## config.mk

```make
export PLATFORM = sky130hd
export DESIGN_NAME = spi_slave_flat
export DESIGN_NICKNAME = d
export VERILOG_FILES = /design/src/rtl/spi_slave_pkg.sv /design/src/rtl/spi_slave_if.sv /design/src/rtl/spi_sync_edge.sv /design/src/rtl/spi_slave.sv /design/src/flat_wrapper.sv
export SDC_FILE = /design/constraint.sdc
export NUM_CORES = 1
export LEC_CHECK = 0
export ABC_CLOCK_PERIOD_IN_PS = 3000
export BUFFER_PORTS_ARGS = -buffer_cell sky130_fd_sc_hd__buf_2
export CAP_MARGIN = 20
export CELL_PAD_IN_SITES_DETAIL_PLACEMENT = 1
export CELL_PAD_IN_SITES_GLOBAL_PLACEMENT = 2
export CORE_ASPECT_RATIO = 0.75
export CORE_MARGIN = 10
export CORE_UTILIZATION = 39
export CTS_BUF_LIST = sky130_fd_sc_hd__clkbuf_16
export DETAILED_ROUTE_END_ITERATION = 10
export HOLD_SLACK_MARGIN = 0.08
export PLACE_DENSITY = 0.83
export SETUP_SLACK_MARGIN = 0.02
export SLEW_MARGIN = 20
export SYNTH_ARGS = -nofsm -noshare
export SYNTH_HDL_FRONTEND = slang
export SYNTH_SLANG_ARGS = --single-unit
```

## constraint.sdc

```tcl
create_clock -name sys_clk -period 3 [get_ports sys_clk]
set_input_delay 0.6 -clock sys_clk [delete_from_list [all_inputs] [get_ports sys_clk]]
set_output_delay 0.6 -clock sys_clk [all_outputs]
set_load 0.005 [all_outputs]
```

## src/rtl/spi_slave_pkg.sv

```systemverilog
// spi_slave_pkg
//   Shared constants for the SPI slave: default frame width, default
//   synchronizer depth and the FSM state encoding.
package spi_slave_pkg;

    localparam int DATA_W_DEF      = 8;
    localparam int SYNC_STAGES_DEF = 2;

    localparam logic [0:0] ST_IDLE   = 1'b0;
    localparam logic [0:0] ST_ACTIVE = 1'b1;

endpackage : spi_slave_pkg

```

## src/rtl/spi_slave_if.sv

```systemverilog
// spi_slave_if
//   Bundles the SPI pins and the parallel byte handshake of the SPI slave.
//   Ports (by modport):
//     slave  : in  spi_sclk, spi_cs, spi_mosi, data_send
//              out spi_miso, data_rec, rec_done, send_req, busy
//     master : the same signals with directions reversed
interface spi_slave_if
    import spi_slave_pkg::*;
#(
    parameter int DATA_W = DATA_W_DEF
) ();

    logic              spi_sclk;
    logic              spi_cs;
    logic              spi_mosi;
    logic              spi_miso;
    logic [DATA_W-1:0] data_send;
    logic [DATA_W-1:0] data_rec;
    logic              rec_done;
    logic              send_req;
    logic              busy;

    modport slave (
        input  spi_sclk, spi_cs, spi_mosi, data_send,
        output spi_miso, data_rec, rec_done, send_req, busy
    );

    modport master (
        output spi_sclk, spi_cs, spi_mosi, data_send,
        input  spi_miso, data_rec, rec_done, send_req, busy
    );

endinterface : spi_slave_if

```

## src/rtl/spi_sync_edge.sv

```systemverilog
// spi_sync_edge
//   Synchronizes one asynchronous input into sys_clk and produces
//   single-cycle rise/fall pulses from the synchronized value.
//   Ports:
//     sys_clk, sys_rst_n : clock, async active-low reset
//     din                : asynchronous input
//     rise, fall         : one-cycle pulses on synchronized edges
//   RST_VAL is the value the whole chain resets to, so that an input
//   idling at that level produces no spurious edge after reset.
module spi_sync_edge
    import spi_slave_pkg::*;
#(
    parameter int   STAGES  = SYNC_STAGES_DEF,
    parameter logic RST_VAL = 1'b0
) (
    input  logic sys_clk,
    input  logic sys_rst_n,
    input  logic din,
    output logic rise,
    output logic fall
);

    logic [STAGES-1:0] sync_q, sync_d;
    logic              prev_q, prev_d;

    always_comb begin
        sync_d    = sync_q << 1;
        sync_d[0] = din;
        prev_d    = sync_q[STAGES-1];
    end

    always_ff @(posedge sys_clk or negedge sys_rst_n) begin
        if (!sys_rst_n) begin
            sync_q <= {STAGES{RST_VAL}};
            prev_q <= RST_VAL;
        end else begin
            sync_q <= sync_d;
            prev_q <= prev_d;
        end
    end

    assign rise =  sync_q[STAGES-1] & ~prev_q;
    assign fall = ~sync_q[STAGES-1] &  prev_q;

endmodule : spi_sync_edge

```

## src/rtl/spi_slave.sv

```systemverilog
// spi_slave
//   SPI mode 0 slave, MSB first, oversampled on sys_clk. All SPI pins are
//   synchronized; sclk and cs are edge-detected, mosi is sampled from its
//   synchronizer on sclk rising edges.
//   Ports:
//     sys_clk, sys_rst_n : clock, async active-low reset
//     bus (slave)        : SPI pins plus data_send / data_rec / rec_done /
//                          send_req / busy
//
//   state     | meaning
//   ----------+-------------------------------------------------------
//   ST_IDLE   | cs high; sclk ignored, miso held 0
//   ST_ACTIVE | cs low; shift on sclk edges, busy high
module spi_slave
    import spi_slave_pkg::*;
#(
    parameter int DATA_W      = DATA_W_DEF,
    parameter int SYNC_STAGES = SYNC_STAGES_DEF
) (
    input  logic       sys_clk,
    input  logic       sys_rst_n,
    spi_slave_if.slave bus
);

    localparam int              CNT_W    = (DATA_W > 1) ? $clog2(DATA_W) : 1;
    localparam logic [CNT_W-1:0] CNT_LAST = CNT_W'(DATA_W - 1);

    logic sclk_rise, sclk_fall;
    logic cs_rise, cs_fall;

    spi_sync_edge #(.STAGES(SYNC_STAGES), .RST_VAL(1'b0)) u_sclk_sync (
        .sys_clk   (sys_clk),
        .sys_rst_n (sys_rst_n),
        .din       (bus.spi_sclk),
        .rise      (sclk_rise),
        .fall      (sclk_fall)
    );

    spi_sync_edge #(.STAGES(SYNC_STAGES), .RST_VAL(1'b1)) u_cs_sync (
        .sys_clk   (sys_clk),
        .sys_rst_n (sys_rst_n),
        .din       (bus.spi_cs),
        .rise      (cs_rise),
        .fall      (cs_fall)
    );

    // mosi needs no edge detection, only a plain synchronizer chain whose
    // depth matches sclk so the sampled bit lines up with the rise pulse.
    logic [SYNC_STAGES-1:0] mosi_sync_q, mosi_sync_d;
    logic                   mosi_s;

    always_comb begin
        mosi_sync_d    = mosi_sync_q << 1;
        mosi_sync_d[0] = bus.spi_mosi;
    end

    assign mosi_s = mosi_sync_q[SYNC_STAGES-1];

    logic [0:0]        state_q, state_d;
    logic [CNT_W-1:0]  bit_cnt_q, bit_cnt_d;
    // Holds the first DATA_W-1 bits; the last bit is taken straight from
    // mosi when the byte completes.
    logic [DATA_W-2:0] rx_q, rx_d;
    logic [DATA_W-1:0] tx_q, tx_d;
    logic [DATA_W-1:0] data_rec_q, data_rec_d;
    logic              rec_done_q, rec_done_d;
    logic              send_req_q, send_req_d;

    always_comb begin
        state_d    = state_q;
        bit_cnt_d  = bit_cnt_q;
        rx_d       = rx_q;
        tx_d       = tx_q;
        data_rec_d = data_rec_q;
        rec_done_d = 1'b0;
        send_req_d = 1'b0;

        case (state_q)
            ST_IDLE: begin
                if (cs_fall) begin
                    state_d   = ST_ACTIVE;
                    tx_d      = bus.data_send;
                    bit_cnt_d = '0;
                    rx_d      = '0;
                end
            end
            ST_ACTIVE: begin
                // cs release wins over any sclk edge in the same cycle.
                if (cs_rise) begin
                    state_d   = ST_IDLE;
                    bit_cnt_d = '0;
                    rx_d      = '0;
                end else if (sclk_rise) begin
                    rx_d = {rx_q[DATA_W-3:0], mosi_s};
                    if (bit_cnt_q == CNT_LAST) begin
                        bit_cnt_d  = '0;
                        data_rec_d = {rx_q, mosi_s};
                        rec_done_d = 1'b1;
                        send_req_d = 1'b1;
                    end else begin
                        bit_cnt_d = bit_cnt_q + 1'b1;
                    end
                end else if (sclk_fall) begin
                    // Counter at 0 on a falling edge means a byte boundary:
                    // the next byte is picked up here.
                    if (bit_cnt_q == '0) begin
                        tx_d = bus.data_send;
                    end else begin
                        tx_d = tx_q << 1;
                    end
                end
            end
            default: begin
                state_d = ST_IDLE;
            end
        endcase
    end

    always_ff @(posedge sys_clk or negedge sys_rst_n) begin
        if (!sys_rst_n) begin
            mosi_sync_q <= '0;
            state_q     <= ST_IDLE;
            bit_cnt_q   <= '0;
            rx_q        <= '0;
            tx_q        <= '0;
            data_rec_q  <= '0;
            rec_done_q  <= 1'b0;
            send_req_q  <= 1'b0;
        end else begin
            mosi_sync_q <= mosi_sync_d;
            state_q     <= state_d;
            bit_cnt_q   <= bit_cnt_d;
            rx_q        <= rx_d;
            tx_q        <= tx_d;
            data_rec_q  <= data_rec_d;
            rec_done_q  <= rec_done_d;
            send_req_q  <= send_req_d;
        end
    end

    assign bus.spi_miso = (state_q == ST_ACTIVE) & tx_q[DATA_W-1];
    assign bus.data_rec = data_rec_q;
    assign bus.rec_done = rec_done_q;
    assign bus.send_req = send_req_q;
    assign bus.busy     = (state_q == ST_ACTIVE);

endmodule : spi_slave

```

## src/flat_wrapper.sv

```systemverilog
// flat-port wrapper written by rule: the top's interface ports become plain ports
module spi_slave_flat import spi_slave_pkg::*;
#(
    parameter int DATA_W      = DATA_W_DEF,
    parameter int SYNC_STAGES = SYNC_STAGES_DEF
)
  (sys_clk, sys_rst_n, bus_spi_sclk, bus_spi_cs, bus_spi_mosi, bus_data_send, bus_spi_miso, bus_data_rec, bus_rec_done, bus_send_req, bus_busy);
  spi_slave_if #(.DATA_W(DATA_W)) bus_i ();
  input  logic sys_clk;
  input  logic sys_rst_n;
  input wire logic [$bits(bus_i.spi_sclk)-1:0] bus_spi_sclk;
  input wire logic [$bits(bus_i.spi_cs)-1:0] bus_spi_cs;
  input wire logic [$bits(bus_i.spi_mosi)-1:0] bus_spi_mosi;
  input wire logic [$bits(bus_i.data_send)-1:0] bus_data_send;
  output wire logic [$bits(bus_i.spi_miso)-1:0] bus_spi_miso;
  output wire logic [$bits(bus_i.data_rec)-1:0] bus_data_rec;
  output wire logic [$bits(bus_i.rec_done)-1:0] bus_rec_done;
  output wire logic [$bits(bus_i.send_req)-1:0] bus_send_req;
  output wire logic [$bits(bus_i.busy)-1:0] bus_busy;
  assign bus_i.spi_sclk = bus_spi_sclk;
  assign bus_i.spi_cs = bus_spi_cs;
  assign bus_i.spi_mosi = bus_spi_mosi;
  assign bus_i.data_send = bus_data_send;
  assign bus_spi_miso = bus_i.spi_miso;
  assign bus_data_rec = bus_i.data_rec;
  assign bus_rec_done = bus_i.rec_done;
  assign bus_send_req = bus_i.send_req;
  assign bus_busy = bus_i.busy;
  spi_slave #(.DATA_W(DATA_W), .SYNC_STAGES(SYNC_STAGES)) u_core (.sys_clk(sys_clk), .sys_rst_n(sys_rst_n), .bus(bus_i));
endmodule
```

## After elaboration in Yosys (flattened, before gate mapping)

Cells that the tools add are included.

- Multiplexer cells: 22
- Reduce and logical (&&, ||, !) cells: 4
- Bitwise logic cells: 11
- Equal/unequal tests: 6
- Add/sub/neg operators: 1

Operators by type and width:

| cell | number |
|---|---|
| $mux 8 | 5 |
| $mux 7 | 3 |
| $pmux 8 s2 | 1 |
| $pmux 7 s2 | 1 |
| $mux 3 | 4 |
| $reduce_and 4->1 | 2 |
| $mux 1 | 6 |
| $not 1->1 | 6 |
| $pmux 3 s2 | 1 |
| $and 1x1->1 | 5 |
| $ne 2x1->1 const B | 2 |
| $ne 2x2->1 const B | 2 |
| $add 3x1->3 const B | 1 |
| $eq 3x3->1 const B | 1 |
| $logic_not 3->1 | 1 |
| $ne 3x1->1 const B | 1 |
| $pmux 1 s2 | 1 |
| $reduce_and 2->1 | 1 |

- Input bits: 13
- Logic and storage cells: 55
- Register bits after elaboration: 36
- Output and inout port bits: 12

## Longest topological paths before layout

Gate-level depths: netlist of the first run.

- Depth after elaboration: 6
- Depth in mapped cells: 6
- Depth with buffers taken out: 5

## Modules after synthesis

A second synthesis of the first run with hierarchy kept.

- Cell total of the unflattened synthesis: 132
- Area, all modules: 1581.5 sq um

By module, submodules not included:

| module | seq. area each (sq um) | area an instance (sq um) | cells each | times used |
|---|---|---|---|---|
| spi_slave | 750.7 | 1397.6 | 122 | 1 |
| spi_sync_edge (u_core.u_cs_sync) | 78.8 | 93.8 | 5 | 1 |
| spi_sync_edge (u_core.u_sclk_sync) | 75.1 | 90.1 | 5 | 1 |

## Least setup slack after synthesis of the first run

OpenSTA, ideal clock, no wires.

- Path type: register to output
- From: register u_core.state_q, in the netlist u_core.bus.busy
- To: output bus_spi_miso
- Setup slack: 1.512 ns
- Data arrival time: 0.888 ns
- Cell stages (with the launch flop): 4
- Cell sequence: dfrtp_1 > buf_6 > buf_2 > and2_1

- Cells in the longest elaborated chain, start to end: 1

Ends and longest elaborated chain:

| item | RTL line | text |
|---|---|---|
| start: declaration | spi_slave.sv:59 | `logic [0:0] state_q, state_d;` |
| start signal: assignment | spi_slave.sv:131 | `state_q <= state_d;` |
| $and 1x1->1 | spi_slave.sv:141 | `assign bus.spi_miso = (state_q == ST_ACTIVE) & tx_q[DATA_W-1];` |
| end: declaration | flat_wrapper.sv:15 | `output wire logic [$bits(bus_i.spi_miso)-1:0] bus_spi_miso;` |

Every way passes these cells.

## Worst setup path after layout of the first run

Same ends and word-level chain as after synthesis.

==> results_dict.tcl, run 1 <==
set metrics [dict create \
    yosys.area_share.simple 0.121 \
    cts_made_buffers 5 \
    io_buffers 24 \
    num_vias 1156 \
    multi_input_area_um2 582 \
    synth_cells 135 \
    crit_start "u_core.bus.busy" \
    holdCritStartpoint "u_core.mosi_sync_q[0]" \
    cpPeakStageDelay_ps 820 \
    dieArea_um2 7110 \
    hold_ws_ps 354 \
    grt_start_max_net_pins 37 \
    antenna_found_initial 0 \
    syn_nets 151 \
    cp.required_ps 2400 \
    final_net_count 175 \
    power_mw 1.34 \
    cts_max_level 2 \
    arrival_ps 1430 \
    post-dp-hpwl_um 2460 \
    io_pins 25 \
    seq_area_frac_synth 0.563 \
    setup_violations 0 \
    slowest_stage "dfrtp_1" \
    path_cells "and2_1, buf_2" \
    critPathTopFamily "flip-flops" \
    grt_setup_unrepaired "no" \
    finClkSkew_ps 3.02 \
    max_freq_mhz 493 \
    critPathBufInv 1 \
    cts.sinks 36 \
    synth.area.top_cells "dfrtp_1 51%, mux2_2 5.6%, dfstp_2 4.9%" \
    layout_common_cells "33 x dfrtp_1, 24 x buf_2, 13 x inv_1" \
    n_antenna_cell 0 \
    slew-limit-headroom 0.474 \
    grt_overflow_total 0 \
    drtPass1Iterations 4 \
    ant_nets 0 \
    synth_compound_area_frac 0.155 \
    maxCapViolations 0 \
    vdd.ir_drop.worst_mv 0.491 \
    cts_tree "done" \
    setup_tns_ps 0 \
    wl_per_cell_um 17.3 \
    synthAdderAreaFrac 0.0234 \
    ys_ff_latch 36 \
    drive_above_1_share 0.338 \
    worstReg2RegStart "u_core.bus.busy" \
    grt_pass1_vias 1257 \
    drc 0 \
    power_leakage_nw 0.881 \
    status "completed" \
    postCtsSetupBuffers 0 \
    cts-resized-gates 0 \
    synth-xor-area-share 0 \
    cts_hold_buffers 0 \
    yosysWarningCount 0 \
    gp_congestion 0.700 \
    hold_viol_final 0 \
    row_count 20 \
    syn_area_um2 1610 \
    initial_core_util 0.401 \
    cp_max_fo 18 \
    tightest_slew_ps 789 \
    clk_pin_slew_ps 50 \
    totalWireLength_um 3720 \
    report.final.slew_viol_count 0 \
    syn_area_per_cell_um2 11.9 \
    power_density_nw_per_um2 696 \
    synth_edf_count 0 \
    worst_setup_path_start_kind "register" \
    final_common_cell "dfrtp_1" \
    worstSetupPathType "register to output pin" \
    drt_iter0_drc 49 \
    grt.total_usage 0.114 \
    fillers 440 \
    end_kind "output pin" \
    fp.dieW_um 94.1 \
    finalCritPeriodShare 0.676 \
    hp-class "register to register" \
    ctsLongestPathBuffers 2 \
    synth.top_cell.area_share 0.514 \
    core-area_um2 4000 \
    ff_latch_area_um2 905 \
    ys_types 28 \
    muxShareOfSynthArea 0.0623 \
    fp.dieH_um 75.6 \
    period_needed_ps 2030 \
    yosysTopAreaCell "dfrtp_1" \
    synthToLayoutAreaGrowth_pct 20.0 \
    clock_latency_ps 280 \
    grt_pass1_wl_um 6260 \
    cts_root_buf "clkbuf_16" \
    ys.flop_type "dfrtp_1" \
    synth_top_family_by_area "compound AO/OA/AOI/OAI gates" \
    viasPerCell 5.38 \
    async_flop_share 1.00 \
]
## cell usage after synthesis (4+ instances only)
master / number
a311oi_1: 7
a31oi_1: 6
buf_2: 4
clkbuf_1: 4
dfrtp_1: 33
inv_1: 13
mux2_2: 8
nand3b_1: 6
nand4_1: 10
o21ai_0: 9
o31ai_1: 10
## worst register-to-register path: stages, from the launching register on
cell and delay, ps:
dfrtp_1 650, nor3b_4 550, buf_4 270, a311oi_1 80
a31oi_1 180
## flip-flops by register name (all words and copies together) (netlist names)
signal / cells
u_core.bit_cnt_q: 3
u_core.bus.busy: 1
u_core.bus.data_rec: 8
u_core.bus.rec_done: 1
u_core.mosi_sync_q: 2
u_core.rx_q: 7
u_core.tx_q: 8
u_core.u_cs_sync.prev_q: 1
u_core.u_cs_sync.sync_q: 2
u_core.u_sclk_sync.prev_q: 1
u_core.u_sclk_sync.sync_q: 2
## stage by stage
stage	cells	utilization	instance area, µm²	setup slack, ps
floorplan	135	-	1610	1510
global placement	207	0.440	1760	1270
detailed placement	207	0.440	1760	1210
CTS	215	0.482	1930	975
global route	215	0.482	1930	884
finish	215	0.482	1930	971
## layer usage
layer | share of wire | vias to the layer above | global-route usage
li1 | - | 539 | -
met4 | 0.016 | 0 | 0.0555
met5 | 0 | - | 0
met2 | 0.47 | 25 | 0.174
met1 | 0.45 | 585 | 0.137
met3 | 0.058 | 7 | 0.0453
## power by group
| part | total, mW | switching (mW) | leakage, nW | internal [mW] |
|---|---|---|---|---|
| Clock | 0.590 | 0.200 | 0.0798 | 0.390 |
| Combinational | 0.175 | 0.101 | 0.348 | 0.0737 |
| Sequential | 0.576 | 0.0383 | 0.453 | 0.538 |
| Total | 1.34 | 0.340 | 0.881 | 1.00 |
## final timing paths
| kind | to | slack (ps) | depth (start not counted) |
|---|---|---|---|
| setup / recovery | bus_spi_miso | 970 | 2 |
| hold / removal | u_core.mosi_sync_q[1] | 350 | 0 |
| max in group asynchronous | u_core.bit_cnt_q[2] | 2100 | 1 |
| min in group asynchronous | u_core.bus.data_rec[2] | 400 | 1 |
| setup reg to reg | u_core.tx_q[6] | 1190 | 4 |
| hold reg to reg | u_core.mosi_sync_q[1] | 350 | 0 |
## kinds of logic (layout without fill, tap and decap cells)
group	count (synthesis)	count (layout)
AOI/OAI and AO/OA	35	35
DFF	36	36
buffers and inverters	25	50
adders and majority gates	3	3
and+or+nand+nor	27	27
muxes	9	9
## layout make-up
class / instances / area share
clock buffers: 5 / 0.0649
clock inverters: 3 / 0.0221
inverters: 14 / 0.0286
multi-input cells: 74 / 0.302
flip-flops and latches: 36 / 0.469
well taps: 55 / 0.0357
repair buffers: 28 / 0.0779
No activity file was read; power rests on OpenSTA's default activity.
==> run 2, diff against run 1 <==
--- a/config.mk
+++ b/config.mk
@@ -5,18 +5,18 @@
 export SDC_FILE = /design/constraint.sdc
 export NUM_CORES = 1
 export LEC_CHECK = 0
-export ABC_CLOCK_PERIOD_IN_PS = 3000
+export ABC_CLOCK_PERIOD_IN_PS = 2000
 export BUFFER_PORTS_ARGS = -buffer_cell sky130_fd_sc_hd__buf_2
 export CAP_MARGIN = 20
 export CELL_PAD_IN_SITES_DETAIL_PLACEMENT = 1
 export CELL_PAD_IN_SITES_GLOBAL_PLACEMENT = 2
 export CORE_ASPECT_RATIO = 0.75
 export CORE_MARGIN = 10
-export CORE_UTILIZATION = 39
+export CORE_UTILIZATION = 36
 export CTS_BUF_LIST = sky130_fd_sc_hd__clkbuf_16
 export DETAILED_ROUTE_END_ITERATION = 10
 export HOLD_SLACK_MARGIN = 0.08
-export PLACE_DENSITY = 0.83
+export PLACE_DENSITY = 0.77
 export SETUP_SLACK_MARGIN = 0.02
 export SLEW_MARGIN = 20
 export SYNTH_ARGS = -nofsm -noshare
==> constraint.sdc (replaced) <==
create_clock -name sys_clk -period 2 [get_ports sys_clk]
set_input_delay 0.4 -clock sys_clk [delete_from_list [all_inputs] [get_ports sys_clk]]
set_output_delay 0.4 -clock sys_clk [all_outputs]
set_load 0.005 [all_outputs]
==> run 2 against run 1 <==
  * First-iteration DRC count down 6.1%
  * Critical path depth increased by 3
  * Power grew 50%
  * Worst hold slack got worse by 150 ps
  * Critical endpoint is now u_core.tx_q[1]
==> results_dict.tcl, run 2 (synthesized netlist as in run 1, its figures left out) <==
set metrics [dict create \
    status "completed" \
    cts_hold_buffers 0 \
    grt_overflow_total 0 \
    switching_share 0.249 \
    n_antenna_cell 0 \
    grt_pass1_vias 1240 \
    worstSetupPathType "register to register" \
    vdd.ir_drop.worst_mv 0.439 \
    cts_tree "done" \
    drtPass1Iterations 4 \
    setup_tns_ps 0 \
    row_count 20 \
    wl_per_cell_um 16.3 \
    ctsLongestPathBuffers 2 \
    met1_length_um 1740 \
    comb_power_share 0.135 \
    setup_violations 0 \
    power_density_nw_per_um2 1030 \
    synthToLayoutAreaGrowth_pct 21.4 \
    final_net_count 178 \
    clock_latency_ps 280 \
    fp.dieW_um 97.1 \
    final_common_cell "dfrtp_1" \
    gp_congestion 0.726 \
    period_needed_ps 1750 \
    place_area_um2 1780 \
    ant_nets 0 \
    drive_above_1_share 0.350 \
    finalCritPeriodShare 0.873 \
    wl_met3_um 197 \
    highest_layer "met4" \
    end_kind "register" \
    num_vias 1112 \
    max_freq_mhz 573 \
    hp-class "primary input to asynchronous set/reset pin" \
    report.final.slew_viol_count 0 \
    grt_setup_unrepaired "no" \
    slew-limit-headroom 0.475 \
    worst_setup_path_start_kind "register" \
    post-dp-hpwl_um 2480 \
    grt_start_max_net_pins 37 \
    grt.total_usage 0.101 \
    dr_wl_met2_um 1530 \
    layout_common_cells "33 x dfrtp_1, 24 x buf_2, 13 x inv_1" \
    ff_latch_area_um2 905 \
    totalWireLength_um 3550 \
    power_switching_uw 501 \
    multi_input_area_um2 582 \
    cts.sinks 36 \
    cp.required_ps 2200 \
    hold_ws_ps 203 \
    viasPerCell 5.10 \
    p_int_mw 1.51 \
    cts-resized-gates 0 \
    initial_core_util 0.384 \
    antenna_found_initial 0 \
    drc 0 \
    power_mw 2.01 \
    cts_max_level 2 \
    cts_root_buf "clkbuf_16" \
    io_pins 25 \
    cp_max_fo 15 \
    finClkSkew_ps 2.57 \
    hold_viol_final 0 \
    pwr-share-seq 0.426 \
    arrival_ps 1950 \
    cts_made_buffers 5 \
    io_buffers 24 \
    grt_pass1_wl_um 6200 \
    clk_pin_slew_ps 50 \
    power_leakage_nw 0.895 \
    p_clk_frac 0.439 \
    dieArea_um2 7560 \
    core-area_um2 4180 \
    maxCapViolations 0 \
    drt_iter0_drc 46 \
    fp.dieH_um 77.9 \
    fillers 447 \
    post-route-cell-area_um2 1950 \
    tightest_slew_ps 788 \
    postCtsSetupBuffers 0 \
]
## run 2: cell count changes in the layout (fill, tap and decap cells not counted), sizes merged
cell,before,now
buf,28,31
## run 2: final cells by class
cell class | count | area share
clock buffers | 5 | 0.0641
clock inverters | 3 | 0.0218
inverters | 14 | 0.0282
multi-input cells | 74 | 0.298
flip-flops and latches | 36 | 0.464
well taps | 55 | 0.0353
repair buffers | 31 | 0.0885
## run 2: final timing paths
check | startpoint | to | slack, ps | depth (start not counted)
hold reg to reg | u_core.u_sclk_sync.sync_q[0] | u_core.u_sclk_sync.sync_q[1] | 350 | 0
setup / recovery | u_core.bit_cnt_q[0] | u_core.tx_q[1] | 250 | 5
min in group sys_clk | bus_spi_cs | u_core.u_cs_sync.sync_q[0] | 220 | 1
hold / removal | sys_rst_n | u_core.bus.data_rec[2] | 200 | 1
setup reg to reg | u_core.bit_cnt_q[0] | u_core.tx_q[1] | 250 | 5
max in group asynchronous | sys_rst_n | u_core.tx_q[2] | 1300 | 1
## run 2: power by group through the flow
| stage | clock (mW) | sequential, mW | combinational, mW |
|---|---|---|---|
| finish | 0.882 | 0.855 | 0.271 |
| global route | 0.947 | 0.865 | 0.313 |
| CTS | 0.916 | 0.855 | 0.276 |
| detailed placement | 0 | 0.867 | 0.275 |
| global placement | 0 | 0.862 | 0.266 |
| floorplan | 0 | 0.852 | 0.201 |
## run 2: through the flow
| step | cells | worst slack (ps) | utilization |
|---|---|---|---|
| 2_1_floorplan | 135 | 588 | - |
| 3_3_place_gp | 210 | 305 | 0.427 |
| 3_5_place_dp | 210 | 254 | 0.427 |
| 4_1_cts | 218 | 235 | 0.467 |
| 5_1_grt | 218 | 47.2 | 0.467 |
| 6_report | 218 | 253 | 0.467 |
## run 2: critical path: stages, from the launching register on
cell and delay, ps:
dfrtp_1 400, inv_1 90, ha_1 130, nor2b_1 610
o21ai_0 210, a31oi_2 220
## run 2: layer usage
layer,up-vias,track usage
li1,545,-
met1,543,0.128
met4,0,0.0647
met2,18,0.138
met3,6,0.0434
met5,-,0
